### src/rtl/serial_sub_pkg.sv
// rtl/serial_sub_pkg.sv - shared types and defaults for the bit-serial borrow subtractor
package serial_sub_pkg;

  typedef enum logic [1:0] {
    S_IDLE = 2'd0,
    S_RUN  = 2'd1,
    S_DONE = 2'd2
  } state_e;

  localparam int unsigned DEFAULT_WIDTH = 4;

endpackage

### src/rtl/full_subtractor.sv
// rtl/full_subtractor.sv - single-bit full subtractor cell: d = a - b - bin, bout = borrow out
module full_subtractor (
  input  logic a,
  input  logic b,
  input  logic bin,
  output logic d,
  output logic bout
);

  assign d    = a ^ b ^ bin;
  assign bout = (~a & b) | (~(a ^ b) & bin);

endmodule

### src/rtl/serial_borrow_subtractor.sv
// rtl/serial_borrow_subtractor.sv - W-bit LSB-first serial subtractor with start/busy/done handshake
// Optional signed-overflow output enabled by SERIAL_SUB_OVF_EN.
module serial_borrow_subtractor
  import serial_sub_pkg::*;
#(
  parameter int unsigned WIDTH = DEFAULT_WIDTH
) (
  input  logic             clk,
  input  logic             rst_n,
  input  logic             start,
  input  logic [WIDTH-1:0] a,
  input  logic [WIDTH-1:0] b,
  input  logic             b_in,
  output logic             busy,
  output logic             done,
  output logic [WIDTH-1:0] diff,
  output logic             b_out
`ifdef SERIAL_SUB_OVF_EN
  ,
  output logic             ovf
`endif
);

  localparam int unsigned CW = $clog2(WIDTH);

  state_e           state_q;
  logic [WIDTH-1:0] a_sr_q;
  logic [WIDTH-1:0] b_sr_q;
  logic [WIDTH-1:0] diff_q;
  logic [CW-1:0]    count_q;
  logic             borrow_q;
  logic             busy_q;
  logic             done_q;
  logic             b_out_q;
`ifdef SERIAL_SUB_OVF_EN
  logic             ovf_q;
`endif

  logic d_bit;
  logic bout_bit;
  logic last_bit;

  full_subtractor u_cell (
    .a    (a_sr_q[0]),
    .b    (b_sr_q[0]),
    .bin  (borrow_q),
    .d    (d_bit),
    .bout (bout_bit)
  );

  assign last_bit = (count_q == CW'(WIDTH - 1));

  // After WIDTH-1 right shifts the operand registers present the original MSBs at bit 0.
  always_ff @(posedge clk or negedge rst_n) begin
    if (!rst_n) begin
      state_q  <= S_IDLE;
      a_sr_q   <= '0;
      b_sr_q   <= '0;
      diff_q   <= '0;
      count_q  <= '0;
      borrow_q <= 1'b0;
      busy_q   <= 1'b0;
      done_q   <= 1'b0;
      b_out_q  <= 1'b0;
`ifdef SERIAL_SUB_OVF_EN
      ovf_q    <= 1'b0;
`endif
    end else begin
      case (state_q)
        S_IDLE: begin
          if (start) begin
            a_sr_q   <= a;
            b_sr_q   <= b;
            borrow_q <= b_in;
            count_q  <= '0;
            diff_q   <= '0;
            state_q  <= S_RUN;
            busy_q   <= 1'b1;
          end
        end
        S_RUN: begin
          diff_q   <= {d_bit, diff_q[WIDTH-1:1]};
          a_sr_q   <= {1'b0, a_sr_q[WIDTH-1:1]};
          b_sr_q   <= {1'b0, b_sr_q[WIDTH-1:1]};
          borrow_q <= bout_bit;
          if (last_bit) begin
            state_q <= S_DONE;
            done_q  <= 1'b1;
            b_out_q <= bout_bit;
`ifdef SERIAL_SUB_OVF_EN
            ovf_q   <= (a_sr_q[0] ^ b_sr_q[0]) & (a_sr_q[0] ^ d_bit);
`endif
          end else begin
            count_q <= count_q + CW'(1);
          end
        end
        S_DONE: begin
          state_q <= S_IDLE;
          busy_q  <= 1'b0;
          done_q  <= 1'b0;
        end
        default: begin
          state_q <= S_IDLE;
          busy_q  <= 1'b0;
          done_q  <= 1'b0;
        end
      endcase
    end
  end

  assign busy  = busy_q;
  assign done  = done_q;
  assign diff  = diff_q;
  assign b_out = b_out_q;
`ifdef SERIAL_SUB_OVF_EN
  assign ovf   = ovf_q;
`endif

endmodule

### config.mk
export PLATFORM = sky130hd
export DESIGN_NAME = serial_borrow_subtractor
export DESIGN_NICKNAME = d
export VERILOG_FILES = /design/src/rtl/serial_sub_pkg.sv /design/src/rtl/full_subtractor.sv /design/src/rtl/serial_borrow_subtractor.sv
export SDC_FILE = /design/constraint.sdc
export NUM_CORES = 1
export LEC_CHECK = 0
export CAP_MARGIN = 0
export CORE_MARGIN = 5
export CORE_UTILIZATION = 35
export CTS_BUF_LIST = sky130_fd_sc_hd__clkbuf_8
export CTS_CLUSTER_DIAMETER = 30
export DETAILED_ROUTE_END_ITERATION = 8
export DONT_BUFFER_PORTS = 1
export HOLD_SLACK_MARGIN = 0.08
export PLACE_DENSITY_LB_ADDON = 0.12
export SLEW_MARGIN = 5
export SYNTH_ARGS = -nofsm -noshare
export SYNTH_HDL_FRONTEND = slang
export SYNTH_SLANG_ARGS = --single-unit
### constraint.sdc
create_clock -name clk -period 2.08 [get_ports clk]
set_input_delay 0.624 -clock clk [delete_from_list [all_inputs] [get_ports clk]]
set_output_delay 0.624 -clock clk [all_outputs]
set_load 0.01 [all_outputs]
==> results.md, run 1 <==
- Status: complete, no violations
- Sink Count: 20
- Post-synth EDFFs: 0
- Drt drc: 0
- Core footprint: approximately 2800 µm²
- R2R depth: 2
- Worst skew pair latency: 0.26 ns
- Remaining global-route overflow: 0
- Cell Rows: 19
- Fin. Hold Viols: 0
- Total die area: about 4100 µm²
- Clock Tree Root: clkbuf_8
- Type of the tightest min-delay check: flip-flop to flip-flop
- Worst Path Arrival: about 1.7 ns
- Clk buf depth: 2
- Most common cell in the synthesized netlist: dfrtp_1
- First-pass GRT wire length: roughly 3300 µm
- Slew @ Worst Pin: around 0.92 ns
- Slew Limit Fails: 0
- Mapped Avg Cell Area: 13.0 µm²
- Area contributors post-synth: dfrtp_1, a22o_1, nor4b_1, o221a_2, or4b_1
- Post-CTS Setup Inserts: 0
- Initial antenna violation count: 0
- Hold path cells: 1
- Setup CP Type: flip-flop to flip-flop
- Total Nets Final: between 90 and 100
- Pin count of the biggest net entering global routing: 25
- CTS tree: yes
- Layout area overhead: 5.23%
- CP max FO: 24
- Final TNS setup: 0 ns
- Routed vias/inst: 5.77
- Synth top area share: 48.7%
- Synth Warn #: 0
- Port buffer count: 0
- Initial Utilization: 37.0%
- #FFs+latches synth: 20
- Slew margin rel.: about two fifths
- Yosys top cell by area: dfrtp_1
- Critical path startpoint category: flip-flop
- H-tree levels: 1
- Final Core Density: between 30% and 40%
- Routed Antenna Nets: 0
- Placed Area: about 1000 µm²
- Ratio of cells with drive above 1 in the final layout: around a fifth
- Die Width: 64.2 µm
- FMAX: ~660 MHz
- Synth Instances: 79
- Final setup margin: 0.563 ns
- Multi-input logic area: between 400 and 500 µm²
- CTS Buf Count: 3
- Routability congestion estimate from global placement: a little under 0.7
- Fraction of registers with async set/reset: 100%
- Overall Global Routing Usage: 10.6%
- WL/cell: about 17 µm
- Drt first pass iters: 2
- Mapped Area: about 1000 µm²
- Yosys cell types: 30
- Post-DP HPWL: approximately 1300 µm
- Max VDD drop: approximately 0.00077 V
- Number of setup violations in the final report: 0
- Clk pin slew, worst setup/hold paths: approximately 0.080 ns
- Synth Net Count: just over 90
- Pleak: between 0.5 and 0.6 nW
- Critical Path End Type: flip-flop
- Min Tclk post-route: approximately 1.5 ns
- Io pins: 19
- Cts repair resizes: 0
- Final worst-path cycle share: between 70% and 80%
- Dpl cells: around 110
- Register Area: between 500 and 600 µm²
- Total Routed Length: about 1900 µm
- Final instance area: around 1100 µm²
- Sequential element share of the synthesized area: between 40% and 50%
- Initial DRC count: 16
- Vias in the first global route: around 700
- Ant. Diodes: 0
- Pwr dens: 1540 nW/µm²
- Post-Layout Cell Count: ~110
- # Max-Cap Violations: 0
- Unrepaired setup endpoints after global routing: no
- Ys flop type: dfrtp_1
- Dpl ws: approximately 0.57 ns
- Commonest cells post-synth: dfrtp_1, inv_1, a22o_1, nor3b_1, nor4b_1
- Worst path required time: between 2 and 2.5 ns
- Fillers: between 200 and 300
- Clock Skew: ~0.0056 ns
- Die extent in y: around 64 µm
- Via count: 640
==> worst max-delay path, cell delays in order, from the launching register on <==
cell and delay, ns:
dfrtp_1 0.66, or4b_1 0.61, o221a_2 0.13
==> final cells by class <==
cell class / instances / share of cell area, %
clock buffer: 4 / 5.09
timing repair buffer: 2 / 1.62
tap: 31 / 3.58
inverter: 8 / 2.77
multi-input combinational: 46 / 40.7
sequential: 20 / 46.2
==> power by group <==
part	leakage [nW]	internal, mW	switching (mW)
clock	0.0288	0.168	0.128
combinational	0.239	0.330	0.256
sequential	0.242	0.564	0.218
==> cells in the final DEF (no fill, tap or decap) <==
master	instances
nand3_1	1
and3_1	1
o21ba_2	1
nor4bb_1	2
a221oi_2	1
nor4b_1	4
o221ai_2	1
a211o_1	3
dlygate4sd3_1	1
or2b_1	1
a21oi_1	3
mux2i_1	1
nor3b_1	4
nand3b_4	1
a211oi_1	2
buf_4	1
ha_1	1
a22o_1	4
nor2b_4	1
clkbuf_8	4
a221oi_1	1
inv_1	8
or4b_1	3
o21bai_4	1
dfrtp_1	20
nand2b_1	3
nor4b_2	1
nor2_1	1
o221a_2	3
fa_1	1
==> kinds of logic (layout without fill, tap and decap cells) <==
kind of cell / Yosys count / count (layout) / share of synthesized area (%)
simple gates: 23 / 23 / 20.0
compound gates: 20 / 20 / 18.7
flops: 20 / 20 / 48.7
buf+inv: 13 / 14 / 8.52
fa+ha+maj: 2 / 2 / 3.16
mux: 1 / 1 / 0.973
==> per-layer routing <==
layer	vias up	GRT usage, %	share of wire (%)
li1	300	-	-
met1	320	11.6	44
met2	16	18.0	49
met3	4	5.08	5.4
met4	0	3.82	1.4
met5	-	0	0
==> sequential cells by signal, indices dropped and copies added, names as in the netlist <==
name / count
a_sr_q: 4
b_out: 1
b_sr_q: 4
borrow_q: 1
busy: 1
count_q: 2
diff: 4
done: 1
state_q: 2
==> worst paths after layout <==
kind | start | to | slack [ns]
setup reg to reg | state_q[0] | b_sr_q[2] | 0.56
hold / removal | a_sr_q[3] | a_sr_q[3] | 0.53
min in group asynchronous | rst_n | b_sr_q[2] | 0.95
hold reg to reg | a_sr_q[3] | a_sr_q[3] | 0.53
max in group asynchronous | rst_n | b_out | 0.57
setup / recovery | state_q[0] | b_sr_q[2] | 0.56
==> metrics by stage <==
| stage | total power, mW | hold slack, ns |
|---|---|---|
| finish | 1.66 | 0.533 |
| global route | 1.81 | 0.537 |
| CTS | 1.69 | 0.536 |
| detailed placement | 1.38 | 0.329 |
| global placement | 1.37 | 0.329 |
| floorplan | 1.33 | 0.328 |
==> timing repair <==
action	CTS	global route
hold buffers	1	0
hold endpoints to repair	20	0
endpoints found under the setup margin	0	0
(Power assumes the default switching activity.)
==> run 2: changes to the inputs <==
clock period = 1.5 ns   (was 2.08 ns; I/O delays follow)
==> run 2 against run 1 <==
Net effect: first-iteration DRC count increased to 3.6 times the previous value; routed wire length rose by 5.7%; core utilization rose by 0.90 points; final cell count is 2.7% higher; combinational power up 56%; largest cell class unchanged.
==> results.md, run 2 (synthesis gave the netlist of run 1 again) <==
- Clk buf depth: 2 (unchanged)
- Core footprint: 2780 µm² (unchanged)
- Io pins: 19 (unchanged)
- Worst path required time: 1.65 ns (was 2.23 ns)
- Hold Crit Start: start (was a_sr_q[3])
- Final worst-path cycle share: 92.1% (was 72.9%)
- Total power: 2.37 mW (was 1.66 mW)
- Drt drc: 0 (unchanged)
- Total die area: 4120 µm² (unchanged)
- Multi-input logic area: 440 µm² (unchanged)
- Worst Path Arrival: 1.53 ns (was 1.67 ns)
- Overall Global Routing Usage: 10.9% (was 10.6%)
- Register Area: 500 µm² (unchanged)
- Setup CP Type: flip-flop to flip-flop (unchanged)
- WL/cell: 17.8 µm (was 17.3 µm)
- Pin count of the biggest net entering global routing: 21 (was 25)
- Via count: 633 (was 640)
- Hold path cells: 2 (was 1)
- H-tree levels: 1 (unchanged)
- Met2 Use GR: 18.6% (was 18.0%)
- Gr busiest metal: met2 (unchanged)
- R2R setup slack: 0.12 ns (was 0.56 ns)
- Final TNS setup: 0 ns (unchanged)
- Clock Tree Root: clkbuf_8 (unchanged)
- Worst R2R End: a_sr_q[1] (was b_sr_q[2])
- Critical path startpoint category: flip-flop (unchanged)
- Sink Count: 20 (unchanged)
- Slew margin rel.: 36.5% (was 38.3%)
- Clk pin slew, worst setup/hold paths: 0.08 ns (about the same)
- M3 GR Usage: 4.90% (was 5.08%)
- CP max FO: 15 (was 24)
- Number of setup violations in the final report: 0 (unchanged)
- Cell Rows: 19 (unchanged)
- Fin. Hold Viols: 0 (unchanged)
- Commonest non-fill, non-tap cells in the layout: dfrtp_1, inv_1 (unchanged)
- Clock Skew: 0.00465 ns (was 0.00557 ns)
- Pleak: 0.533 nW (was 0.510 nW)
- Initial Utilization: 37.0% (unchanged)
- Slowest stage cell, crit path: dfrtp_1 (unchanged)
- CTS tree: yes (unchanged)
- Hold endpoint: state_q[0] (was a_sr_q[3])
- R2R depth: 2 (unchanged)
- Routability congestion estimate from global placement: 0.706 (was 0.675)
- Ant. Diodes: 0 (unchanged)
- Pwr dens: 2140 nW/µm² (was 1540 nW/µm²)
- Unrepaired setup endpoints after global routing: no (unchanged)
- Cell breakdown of the critical path: or4b_1 > o221a_2 (unchanged)
- Routed vias/inst: 5.55 (was 5.77)
- Drt first pass iters: 4 (was 2)
- Initial antenna violation count: 0 (unchanged)
- Worst skew pair latency: 0.26 ns (about the same)
- FMAX: 723 MHz (was 659 MHz)
- Status: complete, no violations (unchanged)
- Critical R2R Launch: state_q[0] (unchanged)
- Total Nets Final: 98 (was 95)
- Remaining global-route overflow: 0 (unchanged)
- # Max-Cap Violations: 0 (unchanged)
- Die Width: 64.2 µm (unchanged)
- Grt met1 use: 12.2% (was 11.6%)
- Crit path largest cell delay: 0.58 ns (was 0.66 ns)
- First-pass GRT wire length: 3520 µm (was 3350 µm)
- CTS Buf Count: 3 (unchanged)
- Post-DP HPWL: 1390 µm (was 1320 µm)
- Ratio of cells with drive above 1 in the final layout: 21.7% (was 18.8%)
- Commonest non-fill, non-tap cell in the layout: dfrtp_1 (unchanged)
- Max VDD drop: 0.00104 V (was 0.000772 V)
- Die extent in y: 64.2 µm (unchanged)
- Total Routed Length: 2030 µm (was 1920 µm)
- Initial DRC count: 58 (was 16)
- Type of the tightest min-delay check: primary input to flip-flop (was flip-flop to flip-flop)
- Layout area overhead: 7.66% (was 5.23%)
- Slew @ Worst Pin: 0.952 ns (was 0.923 ns)
- Port buffer count: 0 (unchanged)
- Routed Antenna Nets: 0 (unchanged)
- Fillers: 273 (was 267)
- Vias in the first global route: 703 (was 695)
- Min Tclk post-route: 1.38 ns (was 1.52 ns)
- Critical Path End Type: flip-flop (unchanged)
- Slew Limit Fails: 0 (unchanged)
==> run 2: cell count changes in the layout (fill, tap and decap cells not counted) <==
cell / change
dlymetal6s4s_1: +1
dlygate4sd3_1: -1
buf_4: +3
==> run 2: worst max-delay path by stage <==
stage                from    endpoint  slack, ns
2_1_floorplan  count_q[0]  count_q[0]       0.28
3_3_place_gp   state_q[0]   a_sr_q[2]       0.16
3_5_place_dp   state_q[0]   a_sr_q[2]       0.12
4_1_cts             rst_n        busy       0.04
5_1_grt        state_q[0]  count_q[1]       0.02
6_report       state_q[0]   a_sr_q[1]       0.12
==> run 2: worst max-delay path: cells and delay by family, from the launching register on <==
family	cells	cell delay (ns)
AOI/OAI and AO/OA	1	0.13
DFF	1	0.58
and+or+nand+nor	1	0.57
==> run 2: what timing repair did <==
| action | 4_1_cts | 5_1_grt |
|---|---|---|
| endpoints found under the hold margin | 20 | 0 |
| buffers inserted | 0 | 0 |
| hold buffers | 1 | 0 |
| endpoints found under the setup margin | 0 | 20 |
| gates resized for setup | 0 | 1 |
==> run 2: stage by stage <==
stage          utilization, %  instance area (µm²)  hold WS, ns  setup WS (ns)  instances
2_1_floorplan               -                 1030        0.154          0.284         79
3_3_place_gp             37.4                 1040        0.155          0.159        109
3_5_place_dp             37.4                 1040        0.155          0.123        109
4_1_cts                  39.7                 1100        0.360         0.0397        114
5_1_grt                  39.8                 1110        0.377         0.0153        114
6_report                 39.8                 1110        0.368          0.118        114
==> run 2: layout make-up <==
type | instances | area share, %
Tap cell | 31 | 3.50
Inverter | 8 | 2.71
Timing Repair Buffer | 5 | 3.84
Sequential cell | 20 | 45.2
Clock buffer | 4 | 4.97
Multi-Input combinational cell | 46 | 39.8
==> run 2: power breakdown <==
group          internal [mW]  leakage (nW)  switching (mW)
Clock                  0.234        0.0288           0.188
Combinational          0.496         0.262           0.417
Sequential             0.783         0.242           0.254
==> run 2: metal layers <==
metal | share of wire [%] | up-vias
met2 | 49 | 14
li1 | - | 305
met4 | 0.84 | 0
met5 | 0 | -
met3 | 5.2 | 2
met1 | 45 | 312
